[config.mk]
export PLATFORM = sky130hd
export DESIGN_NAME = bsg_nonsynth_latency_sampler
export DESIGN_NICKNAME = d
export VERILOG_FILES = /design/src/rtl/bsg_nonsynth_latency_sampler.sv
export SDC_FILE = /design/constraint.sdc
export NUM_CORES = 1
export LEC_CHECK = 0
export ABC_AREA = 1
export CORE_MARGIN = 3
export CORE_UTILIZATION = 35
export DETAILED_ROUTE_END_ITERATION = 7
export GPL_TIMING_DRIVEN = 1
export PLACE_DENSITY = 0.5
export SETUP_SLACK_MARGIN = 0.5
export SYNTH_ARGS = -nofsm -noshare
export SYNTH_HDL_FRONTEND = slang
export SYNTH_SLANG_ARGS = --single-unit
[constraint.sdc]
create_clock -name clk_i -period 3.7 [get_ports clk_i]
set_clock_uncertainty 0.05 [all_clocks]
set_input_delay 0.37 -clock clk_i [delete_from_list [all_inputs] [get_ports clk_i]]
set_output_delay 0.37 -clock clk_i [all_outputs]
set_load 0.02 [all_outputs]
[src/rtl/bsg_nonsynth_latency_sampler.sv]
// bsg_nonsynth_latency_sampler
//
// Measures request-to-response latency, in cycles, for an in-order stream.
// Every accepted request records the current value of a free-running cycle
// counter in a small circular queue. Every response retires the oldest
// request. One cycle after the response, the block emits one valid/value
// sample. The sample is the elapsed time, coarsened by a right shift and
// then saturated to the sample width.
//
// Ports:
//   clk_i        clock
//   reset_n_i    asynchronous active-low reset
//   clear_i      synchronous flush of queue and sticky flags (wins over req/resp)
//   req_v_i      a request is issued this cycle
//   resp_v_i     the oldest outstanding request completes this cycle
//   v_o          registered sample valid (one cycle after a successful dequeue)
//   val_o        registered latency sample; holds while v_o is low
//   count_o      number of outstanding requests
//   full_o       count_o == els_p
//   drop_o       sticky: a request arrived while the queue was full
//   underflow_o  sticky: a response arrived while the queue was empty
module bsg_nonsynth_latency_sampler #(
  parameter int els_p         = 8,
  parameter int stamp_width_p = 16,
  parameter int shift_p       = 0,
  parameter int val_width_p   = 4
) (
  input  logic                         clk_i,
  input  logic                         reset_n_i,
  input  logic                         clear_i,
  input  logic                         req_v_i,
  input  logic                         resp_v_i,
  output logic                         v_o,
  output logic [val_width_p-1:0]       val_o,
  output logic [$clog2(els_p+1)-1:0]   count_o,
  output logic                         full_o,
  output logic                         drop_o,
  output logic                         underflow_o
);

  localparam int ptr_w = $clog2(els_p);
  localparam int cnt_w = $clog2(els_p + 1);
  // Compare in a width that holds both the coarsened latency and the
  // saturation limit. This keeps saturation correct whichever width is larger.
  localparam int cmp_w = ((stamp_width_p > val_width_p) ? stamp_width_p : val_width_p) + 1;
  localparam logic [cnt_w-1:0] els_lp = cnt_w'(els_p);
  localparam logic [cmp_w-1:0] sat_lp = cmp_w'({val_width_p{1'b1}});

  logic [stamp_width_p-1:0] now_r;
  logic [stamp_width_p-1:0] stamp_mem [els_p];
  logic [ptr_w-1:0]         rd_ptr_r;
  logic [ptr_w-1:0]         wr_ptr_r;
  logic [cnt_w-1:0]         count_r;

  logic                     empty;
  logic                     full;
  logic                     deq;
  logic                     enq;
  logic [stamp_width_p-1:0] raw;
  logic [cmp_w-1:0]         coarse;
  logic [val_width_p-1:0]   sample;

  // Full and empty come from the occupancy count, because equal pointers
  // are ambiguous. A dequeue frees a slot in the same cycle, so a full
  // queue still accepts a request that comes with a response. There is
  // no bypass: an empty queue never answers a response in the same cycle.
  always_comb begin
    empty  = (count_r == '0);
    full   = (count_r == els_lp);
    deq    = resp_v_i && !clear_i && !empty;
    enq    = req_v_i && !clear_i && (!full || deq);
    raw    = now_r - stamp_mem[rd_ptr_r];
    coarse = cmp_w'(raw >> shift_p);
    sample = (coarse > sat_lp) ? '1 : coarse[val_width_p-1:0];
  end

  // The free-running timestamp counter wraps naturally. clear_i does not
  // affect it.
  always_ff @(posedge clk_i or negedge reset_n_i) begin
    if (!reset_n_i) begin
      now_r <= '0;
    end else begin
      now_r <= now_r + stamp_width_p'(1);
    end
  end

  // Stamp storage needs no reset. Reset and clear both empty the queue,
  // so stale entries are never read.
  always_ff @(posedge clk_i) begin
    if (enq) begin
      stamp_mem[wr_ptr_r] <= now_r;
    end
  end

  // Queue bookkeeping, sample output and sticky error flags.
  always_ff @(posedge clk_i or negedge reset_n_i) begin
    if (!reset_n_i) begin
      rd_ptr_r    <= '0;
      wr_ptr_r    <= '0;
      count_r     <= '0;
      v_o         <= 1'b0;
      val_o       <= '0;
      drop_o      <= 1'b0;
      underflow_o <= 1'b0;
    end else if (clear_i) begin
      rd_ptr_r    <= '0;
      wr_ptr_r    <= '0;
      count_r     <= '0;
      v_o         <= 1'b0;
      drop_o      <= 1'b0;
      underflow_o <= 1'b0;
    end else begin
      v_o <= deq;
      if (deq) begin
        val_o    <= sample;
        rd_ptr_r <= rd_ptr_r + ptr_w'(1);
      end
      if (enq) begin
        wr_ptr_r <= wr_ptr_r + ptr_w'(1);
      end
      case ({enq, deq})
        2'b10:   count_r <= count_r + cnt_w'(1);
        2'b01:   count_r <= count_r - cnt_w'(1);
        default: count_r <= count_r;
      endcase
      if (req_v_i && full && !deq) begin
        drop_o <= 1'b1;
      end
      if (resp_v_i && empty) begin
        underflow_o <= 1'b1;
      end
    end
  end

  assign count_o = count_r;
  assign full_o  = full;

  // Occupancy can never exceed the queue depth.
  assert property (@(posedge clk_i) disable iff (!reset_n_i) count_r <= els_lp);

endmodule

Yosys cells after proc, flatten, opt, wreduce, memory -nomap -nowiden
Memory sizes are Yosys's and may differ from the RTL's.
Index checks and enable logic that the tools add are counted.
{ "totals": {"reg_bits": 33, "latchBits": 0, "ram_bits": 128, "mem_bits_ro": 0, "inputBits": 5, "wordCells": 53, "n_memories": 1} }
{ "classes": {"addsub": 6, "n_mul": 0, "n_div": 0, "magnitude_cmp": 1, "n_eq_ne": 3, "shifts": 0, "n_mux": 14, "bitwise": 1, "n_reduce_logical": 19} }
{ "memory_table": {"columns": ["name", "words", "width", "read_ports", "rd_clocked_by_memory_dff", "write_ports", "line_no", "rtl"], "rows": [
  ["stamp_mem", 8, 16, 1, 0, 1, "50", "logic [stamp_width_p-1:0] stamp_mem [els_p];"]
]} }
{ "op_table": {"columns": ["cell", "n"], "rows": [
  ["16-bit by 1-bit adder with 16-bit output, second input constant", 1],
  ["16-bit by 4-bit > comparator with 1-bit output, second input constant", 1],
  ["16-bit subtractor", 1],
  ["3-bit two-way mux", 4],
  ["4-bit two-way mux", 2],
  ["4-bit one-hot mux with 2 select lines", 1],
  ["2-bit nonzero test", 4],
  ["1-bit logical AND", 7],
  ["1-bit two-way mux", 7],
  ["3-bit by 1-bit adder with 3-bit output, second input constant", 2],
  ["4-bit by 1-bit adder with 4-bit output, second input constant", 1],
  ["4-bit == test, second input constant", 1],
  ["1-bit logical NOT", 4],
  ["4-bit logical NOT", 1],
  ["4-bit by 1-bit subtractor with 4-bit output, second input constant", 1],
  ["3-bit nonzero test", 1],
  ["2-bit by 1-bit == test with 1-bit output, second input constant", 1],
  ["2-bit == test, second input constant", 1],
  ["2-bit AND reduction", 1],
  ["1-bit logical OR", 1],
  ["1-bit NOT", 1]
]} }

Depth between registers and ports, before layout
Gate-level depths: netlist of the first run.
{ "depth": {"ltp_word": 8, "depth_mapped": 23, "ltp_nobuf": 22} }

Least setup slack after synthesis of the first run
Ideal clock, no wire load.
{ "synth_path": {"kind": "register -> register", "startpoint": "reg rd_ptr_r[0]", "endpoint": "reg val_o[0]", "setup_time_ns": 0.113, "t_arrival_ns": 2.658, "required_ns": 3.537, "path_slack_ns": 0.879, "stages_incl_launch_ff": 21, "n_path_buf": 2, "path_cell_list": "dfrtp_1 -> buf_4 -> clkbuf_1 -> nor2_1 -> nor2_1 -> o21ai_0 -> a31oi_1 -> ha_1 -> inv_1 -> fa_1 -> nand2_1 -> nand2_2 -> a21o_1 -> nand2_1 -> nand3_1 -> nor2_1 -> nand3_1 -> nor2_4 -> nand3_1 -> nand2_1 -> inv_1"} }
{ "synth_between": {"elab_chain_cells": 4} }
{ "synth_rtl": {"columns": ["element", "line_no", "rtl"], "rows": [
  ["from (decl)", "51", "logic [ptr_w-1:0] rd_ptr_r;"],
  ["from (signal assigned)", "116", "rd_ptr_r <= rd_ptr_r + ptr_w'(1);"],
  ["memory read 8 x 16 bit *", null, null],
  ["16-bit subtractor *", "72", "raw = now_r - stamp_mem[rd_ptr_r];"],
  ["16-bit by 4-bit > comparator with 1-bit output", "74", "sample = (coarse > sat_lp) ? '1 : coarse[val_width_p-1:0];"],
  ["4-bit two-way mux *", "74", null],
  ["to (signal assigned)", "115", "val_o <= sample;"],
  ["to (decl)", "34", "output logic [val_width_p-1:0] val_o,"]
]} }
Mark *: on every way between the ends. The rest lies on a longest branch, timed or not.
A chain may end at the register's enable or synchronous reset.

Worst setup path in the final report of the first run
{ "layout_path": {"startpoint": "reg rd_ptr_r[1]", "endpoint": "reg val_o[3]"} }
Same word-level chain as after synthesis.

==> impl_results.rst, run 1 <==
.. list-table::
   :header-rows: 1

   * - Metric
     - Value
   * - Result of the run
     - finished, final reports clean
   * - Quantity of I/O buffers inserted on ports
     - 16
   * - Max-cap violations
     - 0
   * - Global routing usage summed across all routing layers
     - 0.156
   * - Routed wire per std cell
     - 17.6 µm
   * - RSZ-0062 raised after global routing
     - yes
   * - Top FF cell, synth
     - edfxtp_1
   * - Total number of vias
     - 5218
   * - DR pass1 iterations
     - 5
   * - Area of the die
     - 23300 µm²
   * - Cell count of the worst hold path
     - 2
   * - I/O pin total
     - 17
   * - Overall Power
     - 6.15 mW
   * - Worst reg2reg path depth
     - 18
   * - Worst-Skew Late Latency
     - 0.42 ns
   * - Standby leakage power
     - 3.80 nW
   * - Number of synthesized flops with an enable pin
     - 128
   * - Antenna Nets Post-Route
     - 0
   * - Remaining routing DRC violations
     - 0
   * - Portion of synthesized cell area occupied by the leading cell type
     - 0.510
   * - Startpoint of the worst-slack reg-to-reg timing path
     - rd_ptr_r[1]$_DFFE_PN0P_
   * - Worst Hold Class
     - register to register
   * - Count of mapped cells out of synthesis
     - 712
   * - Final net count
     - 803
   * - Pin count of the biggest net entering global routing
     - 35
   * - Number of inserted filler cells in the final layout
     - 1942
   * - Async set-reset flop share out of synthesis
     - 0.205
   * - Crit Reg-Reg Endpoint
     - val_o[3]$_DFFE_PN0P_
   * - YS warnings
     - 0
   * - Sequential fraction of the synthesis area
     - 0.619
   * - Worst setup path start
     - rd_ptr_r[1]$_DFFE_PN0P_
   * - Total congestion overflow after global routing
     - 0
   * - Worst R2R Setup Slack
     - 0.62 ns
   * - Std cell rows
     - 53
   * - Overall die height
     - 153 µm
   * - Nature of the critical path startpoint
     - register
   * - Fmax
     - 324 MHz
   * - Register clock-pin slew on the reported worst setup and hold paths
     - 0.07 ns
   * - Pwr/cell area
     - 656 nW/µm²
   * - GPL Wtd Cong
     - 0.776
   * - # diodes
     - 0
   * - Initial antenna violation count
     - 0
   * - Starting DRC count in detailed routing
     - 421
   * - Origin of the worst min-delay path
     - drop_o$_DFFE_PN0P_
   * - Placed instance area
     - 8160 µm²
   * - Sequential cell area in the final layout
     - 4670 µm²
   * - Critical-path maximum fanout
     - 7
   * - Post-route clock period utilization
     - 0.833
   * - Mean cell area of the mapped netlist
     - 10.6 µm²
   * - Clock root buffer
     - clkbuf_16
   * - Number of clock buffers inserted by TritonCTS
     - 17
   * - Capturing element type of the critical path
     - register
   * - Required time worst endpoint
     - 3.97 ns
   * - Synth top area cells
     - edfxtp_1 51%, dfrtp_1 11%, nand2_1 5.8%
   * - Global-route wire length before repair
     - 28.2 mm
   * - Total of flip-flops plus latches after synthesis
     - 161
   * - Max transition margin
     - 0.469
   * - Transition time of the tightest slew-check pin
     - 0.797 ns
   * - Final Slew Violations
     - 0
   * - End point of the most critical hold path
     - drop_o$_DFFE_PN0P_
   * - Die span in x
     - 153 µm
   * - Layout cell share with drive strength beyond 1
     - 0.219
   * - Worst setup path class
     - register to register
   * - Critical path data arrival time
     - 3.36 ns
   * - Most used cells in the layout excluding fill and tap cells
     - 128 x edfxtp_1, 109 x nand2_1, 88 x nor2_1
   * - Area Overhead vs Synth
     - 24.4%
   * - Vias per inst
     - 4.90
   * - Net Count, Synth
     - 739
   * - Maximum resistive drop on vdd
     - 0.000268 V
   * - Area inside the core boundary
     - 21100 µm²
   * - Final count of negative-setup-slack endpoints
     - 0
   * - Sum of net half-perimeters after detailed placement
     - 12.0 mm
   * - Setup TNS
     - 0 ns
   * - Maximum clock path buffer count
     - 2
   * - Post-synthesis instance area
     - 7540 µm²
   * - Total area of multi-input combinational cells
     - 2710 µm²
   * - Vias in the first global route
     - 4956
   * - Top cell type by total area after synthesis
     - edfxtp_1
   * - Commonest non-fill, non-tap cell in the layout
     - edfxtp_1
   * - TritonCTS sink count
     - 161
   * - Final WL
     - 18.7 mm
   * - Initial Util
     - 0.358
   * - Clock tree from TritonCTS
     - built
   * - Design Area, Final
     - 9380 µm²
   * - H-Tree Level Count
     - 4
   * - Post-layout minimum cycle time
     - 3.08 ns
   * - Hold violation total from the final report
     - 0
   * - Synth cell types
     - 38
routing by layer:
layer / up-vias / part of all wire / wire length (µm) / global-route usage
li1: 2594 / - / - / -
met1: 2489 / 0.46 / 8630 / 0.220
met2: 106 / 0.47 / 8790 / 0.247
met3: 29 / 0.047 / 886 / 0.0267
met4: 0 / 0.023 / 433 / 0.0488
met5: - / 0 / 0 / 0
registers in the layout, indices dropped and copies added, names as in the netlist:
signal,count
stamp_mem,128
now_r,16
count_o,4
val_o,4
rd_ptr_r,3
wr_ptr_r,3
drop_o,1
underflow_o,1
v_o,1
Yosys cell counts (2+ instances only):
cell type,number
a21oi_1,14
a21oi_2,3
a22o_1,2
a31oi_1,3
clkbuf_1,21
dfrtp_1,33
edfxtp_1,128
fa_1,2
ha_1,20
inv_1,60
inv_2,9
nand2_1,116
nand2_2,9
nand3_1,32
nand3_2,5
nand3b_1,3
nand4_1,5
nor2_1,91
nor2_2,9
nor2_4,2
nor3_1,2
o21ai_0,81
o221ai_1,14
o22ai_1,15
or2_2,5
xnor2_1,4
xor2_1,13
how the worst max path moves through the flow:
stage,cells past startpoint,slack [ns],endpoint
detailed placement,19,0.42,val_o[2]$_DFFE_PN0P_
floorplan,20,0.88,val_o[0]$_DFFE_PN0P_
global route,18,0.43,val_o[1]$_DFFE_PN0P_
finish,18,0.62,val_o[3]$_DFFE_PN0P_
global placement,19,0.42,val_o[2]$_DFFE_PN0P_
CTS,19,0.52,val_o[2]$_DFFE_PN0P_
stage by stage:
| step | worst slack (ns) | utilization | instances | hold slack (ns) |
|---|---|---|---|---|
| finish | 0.617 | 0.445 | 1064 | 0.459 |
| global route | 0.430 | 0.445 | 1064 | 0.510 |
| CTS | 0.522 | 0.419 | 1037 | 0.460 |
| detailed placement | 0.424 | 0.387 | 1002 | 0.444 |
| global placement | 0.424 | 0.387 | 1002 | 0.435 |
| floorplan | 0.879 | - | 712 | 0.0244 |
layout make-up:
cell class / instances / share of cell area
clock buffer: 25 / 0.0620
clock inverter: 7 / 0.00547
inverter: 69 / 0.0288
multi-input combinational: 460 / 0.288
sequential: 161 / 0.498
tap: 275 / 0.0367
timing repair buffer: 67 / 0.0806
power by group:
group          switching [mW]  internal (mW)  total, mW
sequential             0.0570           1.99       2.05
clock                   0.697           1.10       1.80
combinational            1.36          0.943       2.30
total                    2.11           4.04       6.15
repair_timing:
action | 4_1_cts | 5_1_grt
hold buffers | 1 | 0
hold endpoints to repair | 5 | 0
buffers inserted | 2 | 21
resized for setup | 5 | 78
pin swaps | 0 | 31
setup endpoints to repair | 4 | 4
cloned | 0 | 6
kinds of logic after synthesis:
logic type | synth area share
flip-flops | 0.619
adder cells (fa/ha/maj) | 0.0385
XOR/XNOR | 0.0197
AO/OA/AOI/OAI | 0.106
AND/OR/NAND/NOR | 0.171
buffers and inverters | 0.0458
critical path, stage by stage (launching register included):
cell and delay, ns:
dfrtp_2 0.44, clkinvlp_4 0.24, buf_6 0.14, buf_6 0.13, o21ai_0 0.09, o221ai_1 0.16
o21ai_1 0.11, ha_2 0.43, nand2_1 0.14, nor3_1 0.26, nand2_2 0.09, nand2_2 0.11
nand3_1 0.09, nand2_2 0.11, inv_2 0.05, nor2_4 0.14, nand3_2 0.09, nand2_2 0.08
inv_2 0.03
Note: power is estimated with default switching activity, not from simulation.
==> inputs of run 2 (changes only) <==
clock period = 3.1 ns   (was 3.7 ns; I/O delays follow)
==> run 2 against run 1 <==
  * Power grew 26%
  * Via count is 5.8% higher
  * Non-clock buffer count up 17
  * Sequential share of layout area is 1.6 points lower
  * Critical path depth up 3
  * Count of clock-buffer cells in the layout shrank 8
  * Highest routed layer unchanged
  * Worst hold slack got worse by 0.0064 ns
  * Cell area is 3.4% higher
  * Maximum frequency increased by 2.5%
  * Cell count increased by 1.6%
  * Worst setup slack worse by 0.52 ns
  * Largest cell class unchanged
==> impl_results.rst, run 2 (synthesis gave the netlist of run 1 again) <==
.. list-table::
   :header-rows: 1

   * - Metric
     - Value
   * - Global-route wire length before repair
     - 30.5 mm
   * - Required time worst endpoint
     - 3.37 ns
   * - Std cell rows
     - 53
   * - Most used cells in the layout excluding fill and tap cells
     - 128 x edfxtp_1, 99 x nand2_1, 82 x nor2_1
   * - Pwr/cell area
     - 798 nW/µm²
   * - GPL Wtd Cong
     - 0.806
   * - Global routing usage summed across all routing layers
     - 0.169
   * - Share of the core filled with cells in the final layout
     - 0.460
   * - Sequential Power Share
     - 0.316
   * - Critical path data arrival time
     - 3.28 ns
   * - Worst-Skew Late Latency
     - 0.42 ns
   * - Minimum setup slack in the final design
     - 0.0936 ns
   * - Design Area, Final
     - 9700 µm²
   * - Area of the die
     - 23300 µm²
   * - Area Overhead vs Synth
     - 28.6%
   * - Final WL
     - 20.1 mm
   * - Max-cap violations
     - 0
   * - Switching Fraction
     - 0.359
   * - Maximum clock path buffer count
     - 2
   * - Register clock-pin slew on the reported worst setup and hold paths
     - 0.07 ns
   * - Vias per inst
     - 5.11
   * - Area inside the core boundary
     - 21100 µm²
   * - Final Slew Violations
     - 0
   * - I/O pin total
     - 17
   * - Fmax
     - 333 MHz
   * - Result of the run
     - finished, final reports clean
   * - Largest register by flop count
     - stamp_mem
   * - Number of inserted filler cells in the final layout
     - 1928
   * - # diodes
     - 0
   * - Initial Util
     - 0.358
   * - Post-layout minimum cycle time
     - 3.01 ns
   * - Total congestion overflow after global routing
     - 0
   * - Final count of negative-setup-slack endpoints
     - 0
   * - Overall die height
     - 153 µm
   * - Die span in x
     - 153 µm
   * - Nature of the critical path startpoint
     - register
   * - Worst setup path class
     - register to register
   * - Quantity of I/O buffers inserted on ports
     - 16
   * - Worst Hold Class
     - register to register
   * - Starting DRC count in detailed routing
     - 396
   * - Critical-path maximum fanout
     - 6
   * - Power share of the clock group
     - 0.266
   * - Standby leakage power
     - 3.89 nW
   * - Transition time of the tightest slew-check pin
     - 0.870 ns
   * - Clock root buffer
     - clkbuf_16
   * - H-Tree Level Count
     - 4
   * - Initial antenna violation count
     - 0
   * - Internal
     - 4.96 mW
   * - Pin count of the biggest net entering global routing
     - 34
   * - Final net count
     - 820
   * - Number of flip-flops in the largest register
     - 128
   * - RSZ-0062 raised after global routing
     - yes
   * - TritonCTS sink count
     - 161
   * - Overall Power
     - 7.74 mW
   * - Max transition margin
     - 0.420
   * - Sum of net half-perimeters after detailed placement
     - 12.1 mm
   * - Hold violation total from the final report
     - 0
   * - Post-route clock period utilization
     - 0.970
   * - Vias in the first global route
     - 5386
   * - Switch Pwr
     - 2.78 mW
   * - Capturing element type of the critical path
     - register
   * - Remaining routing DRC violations
     - 0
   * - Comb pwr share
     - 0.418
   * - Total number of vias
     - 5519
   * - Routed wire per std cell
     - 18.6 µm
   * - Layout cell share with drive strength beyond 1
     - 0.275
   * - Commonest non-fill, non-tap cell in the layout
     - edfxtp_1
   * - Placed instance area
     - 8280 µm²
   * - Registers with the highest flip-flop counts
     - stamp_mem x128, now_r x16
   * - DR pass1 iterations
     - 5
   * - Antenna Nets Post-Route
     - 0
   * - Clock tree from TritonCTS
     - built
   * - Placement Setup Slack
     - 0.0138 ns
   * - Number of clock buffers inserted by TritonCTS
     - 17
   * - Maximum resistive drop on vdd
     - 0.000400 V
-- run 2: critical path, cell delays in order, from the launching register on --
cell and delay, ns:
dfrtp_2 0.49, inv_8 0.14, buf_12 0.12, nor2_2 0.03
o22ai_1 0.14, nor2_1 0.07, a31oi_2 0.21, ha_2 0.23
inv_4 0.05, fa_2 0.37, nand2_2 0.10, nand2_4 0.08
nand3_2 0.09, nand2_2 0.06, nand3_2 0.07, nand3b_1 0.08
nand2_1 0.08, nand2_2 0.06, nor2_4 0.19, nand3_2 0.10
nand2_2 0.06, inv_1 0.03
-- run 2: final cells by class --
cell class | instances | area [µm²] | share of cell area
repair buffers | 84 | 917 | 0.0946
clock inverters | 15 | 159 | 0.0164
flip-flops and latches | 161 | 4670 | 0.482
clock buffers | 17 | 425 | 0.0439
inverters | 69 | 269 | 0.0277
well taps | 275 | 344 | 0.0355
multi-input cells | 460 | 2910 | 0.300
-- run 2: metrics by stage --
stage                     setup TNS (ns)  hold slack, ns  instances
after global routing              -0.245           0.472       1081
after floorplan                        0         -0.0356        712
after detailed placement               0           0.433       1020
after global placement                 0           0.422       1020
after CTS                              0           0.454       1075
final                                  0           0.452       1081
-- run 2: power by group through the flow --
stage	sequential, mW	clock [mW]	combinational, mW
floorplan	2.51	0	1.50
global placement	2.48	0	2.21
detailed placement	2.49	0	2.23
CTS	2.44	2.10	2.79
global route	2.46	2.18	3.53
finish	2.45	2.06	3.24
-- run 2: routing by layer --
metal,GRT usage,share of wire,up-vias
li1,-,-,2635
met1,0.239,0.46,2730
met2,0.266,0.48,137
met3,0.0278,0.044,17
met4,0.0552,0.015,0
met5,0,0,-
-- run 2: repair_timing --
| action | CTS | global route |
|---|---|---|
| setup endpoints to repair | 4 | 4 |
| pin swaps | 32 | 19 |
| cloned | 5 | 4 |
| resized for setup | 64 | 77 |
| hold buffers | 1 | 0 |
| endpoints found under the hold margin | 33 | 0 |
| setup buffers | 17 | 2 |
-- run 2: path summary, 6_finish.rpt --
check	startpoint	endpoint	slack (ns)	cells after the start
max in group asynchronous	reset_n_i	rd_ptr_r[0]$_DFFE_PN0P_	1.90	2
hold reg to reg	drop_o$_DFFE_PN0P_	drop_o$_DFFE_PN0P_	0.45	2
setup reg to reg	rd_ptr_r[0]$_DFFE_PN0P_	val_o[1]$_DFFE_PN0P_	0.09	21
min in group asynchronous	reset_n_i	v_o$_DFF_PN0_	0.49	2
hold / removal	drop_o$_DFFE_PN0P_	drop_o$_DFFE_PN0P_	0.45	2
setup / recovery	rd_ptr_r[0]$_DFFE_PN0P_	val_o[1]$_DFFE_PN0P_	0.09	21
==> inputs of run 3 (changes only) <==
CORE_UTILIZATION = 55   (was 35)
PLACE_DENSITY = 0.72   (was 0.5)
==> run 3 against run 2 <==
  * Highest routed layer unchanged
  * Non-clock buffer count is 26 lower
  * Worst setup slack better by 0.027 ns
  * Critical path type unchanged
  * Power is 7.1% lower
==> impl_results.rst, run 3 (synthesis gave the netlist of run 1 again) <==
.. list-table::
   :header-rows: 1

   * - Metric
     - Value
   * - Clock root buffer
     - clkbuf_16
   * - Minimum setup slack in the final design
     - 0.120 ns
   * - Antenna Nets Post-Route
     - 0
   * - Initial Util
     - 0.565
   * - Worst reg2reg path depth
     - 23
   * - Critical path data arrival time
     - 3.25 ns
   * - Fmax
     - 336 MHz
   * - Maximum clock path buffer count
     - 2
   * - Registers with the highest flip-flop counts
     - stamp_mem x128, now_r x16
   * - Maximum resistive drop on vdd
     - 0.000465 V
   * - Post-route clock period utilization
     - 0.961
   * - # diodes
     - 0
   * - Worst setup path class
     - register to register
   * - Routed wire per std cell
     - 19.4 µm
   * - Vias in the first global route
     - 5421
   * - Placement Setup Slack
     - 0.0499 ns
   * - Layout cell share with drive strength beyond 1
     - 0.181
   * - RSZ-0062 raised after global routing
     - yes
   * - Overall Power
     - 7.19 mW
   * - Worst-Skew Late Latency
     - 0.42 ns
   * - Pwr/cell area
     - 797 nW/µm²
   * - Total congestion overflow after global routing
     - 0
   * - Final WL
     - 18.5 mm
   * - Quantity of I/O buffers inserted on ports
     - 16
   * - Global-route wire length before repair
     - 28.6 mm
   * - Required time worst endpoint
     - 3.37 ns
   * - Number of clock buffers inserted by TritonCTS
     - 17
   * - Global routing usage summed across all routing layers
     - 0.253
   * - Starting DRC count in detailed routing
     - 579
   * - Final count of negative-setup-slack endpoints
     - 0
   * - Initial antenna violation count
     - 0
   * - Area inside the core boundary
     - 13300 µm²
   * - Post-layout minimum cycle time
     - 2.98 ns
   * - Critical path cell sequence
     - clkinv_4 -> buf_8 -> nor2_2 -> o22ai_1 -> nor2_1 -> a31oi_1 -> ha_2 -> inv_2 -> fa_2 -> nand2_2 -> nand2_4 -> nand3_4 -> nand2_2 -> nand2_2 -> nand2_1 -> nand2_1 -> nand2_1 -> inv_1 -> nand2_2 -> nor2_4 -> nand3_1 -> nand2_1 -> inv_1
   * - I/O pin total
     - 17
   * - Commonest non-fill, non-tap cell in the layout
     - edfxtp_1
   * - Standby leakage power
     - 3.72 nW
   * - Overall die height
     - 123 µm
   * - Critical-path maximum fanout
     - 5
   * - Pin count of the biggest net entering global routing
     - 34
   * - Nature of the critical path startpoint
     - register
   * - Final net count
     - 794
   * - Capturing element type of the critical path
     - register
   * - Worst path max stage delay
     - 0.47 ns
   * - Placed instance area
     - 8070 µm²
   * - Post-route worst hold slack
     - 0.455 ns
   * - Total area of multi-input combinational cells
     - 2590 µm²
   * - Vias per inst
     - 5.85
   * - H-Tree Level Count
     - 4
   * - GPL Wtd Cong
     - 0.945
   * - Worst Hold Class
     - input pin to async pin
   * - Highest-delay cell along the critical path
     - dfrtp_2
   * - Remaining routing DRC violations
     - 0
   * - Final Slew Violations
     - 0
   * - Die span in x
     - 123 µm
   * - TritonCTS sink count
     - 161
   * - Max-cap violations
     - 0
   * - Hold violation total from the final report
     - 0
   * - Max transition margin
     - 0.484
   * - Sequential cell area in the final layout
     - 4670 µm²
   * - Area Overhead vs Synth
     - 19.6%
   * - Number of flip-flops in the largest register
     - 128
   * - Clock tree from TritonCTS
     - built
   * - Largest register by flop count
     - stamp_mem
   * - Number of inserted filler cells in the final layout
     - 980
   * - Std cell rows
     - 42
   * - Result of the run
     - finished, final reports clean
   * - Most used cells in the layout excluding fill and tap cells
     - 128 x edfxtp_1, 112 x nand2_1, 89 x nor2_1
   * - Area of the die
     - 15200 µm²
   * - Design Area, Final
     - 9020 µm²
   * - Total number of vias
     - 5594
   * - Setup TNS
     - 0 ns
   * - Register clock-pin slew on the reported worst setup and hold paths
     - 0.06 ns
   * - Sum of net half-perimeters after detailed placement
     - 11.3 mm
   * - Transition time of the tightest slew-check pin
     - 0.774 ns
   * - DR pass1 iterations
     - 5
run 3: worst paths after layout:
| path | start | endpoint | slack [ns] |
|---|---|---|---|
| max | rd_ptr_r[0]$_DFFE_PN0P_ | val_o[0]$_DFFE_PN0P_ | 0.12 |
| min | reset_n_i | v_o$_DFF_PN0_ | 0.45 |
| max reg2reg | rd_ptr_r[0]$_DFFE_PN0P_ | val_o[0]$_DFFE_PN0P_ | 0.12 |
| min reg2reg | drop_o$_DFFE_PN0P_ | drop_o$_DFFE_PN0P_ | 0.50 |
| max in group asynchronous | reset_n_i | rd_ptr_r[0]$_DFFE_PN0P_ | 2.00 |
| min in group clk_i | resp_v_i | underflow_o$_DFFE_PN0P_ | 0.48 |
run 3: cell type report:
class                           instances  area share
Sequential cell                       161       0.518
Clock inverter                         10      0.0175
Tap cell                              176      0.0244
Clock buffer                           22      0.0526
Multi-Input combinational cell        460       0.287
Inverter                               69      0.0301
Timing Repair Buffer                   58      0.0703
run 3: report_power, final:
part / switching [mW] / internal [mW]
sequential: 0.0705 / 2.38
clock: 0.814 / 1.41
combinational: 1.53 / 0.989
total: 2.42 / 4.78
run 3: per-layer routing:
layer	wire length (µm)	share of wire	global-route usage
met5	0	0	0
met4	267	0.014	0.0851
met3	1650	0.089	0.0558
met2	9200	0.50	0.407
met1	7400	0.40	0.343
run 3: critical path: cells and delay by family, from the launching register on:
kind            cells  cell delay, ns
simple gates       14            1.05
fa+ha+maj           2            0.58
flops               1            0.47
buf+inv             5            0.38
compound gates      2            0.36
run 3: per-stage QoR:
| stage | utilization | std cells |
|---|---|---|
| floorplan | - | 712 |
| global placement | 0.605 | 908 |
| detailed placement | 0.605 | 908 |
| CTS | 0.671 | 954 |
| global route | 0.676 | 956 |
| finish | 0.676 | 956 |
run 3: what timing repair did:
action	4_1_cts	5_1_grt
hold buffers	1	0
hold endpoints to repair	33	0
gates resized for setup	25	20
pin swaps	8	6
gates cloned	2	1
setup endpoints to repair	4	4
setup buffers	11	1
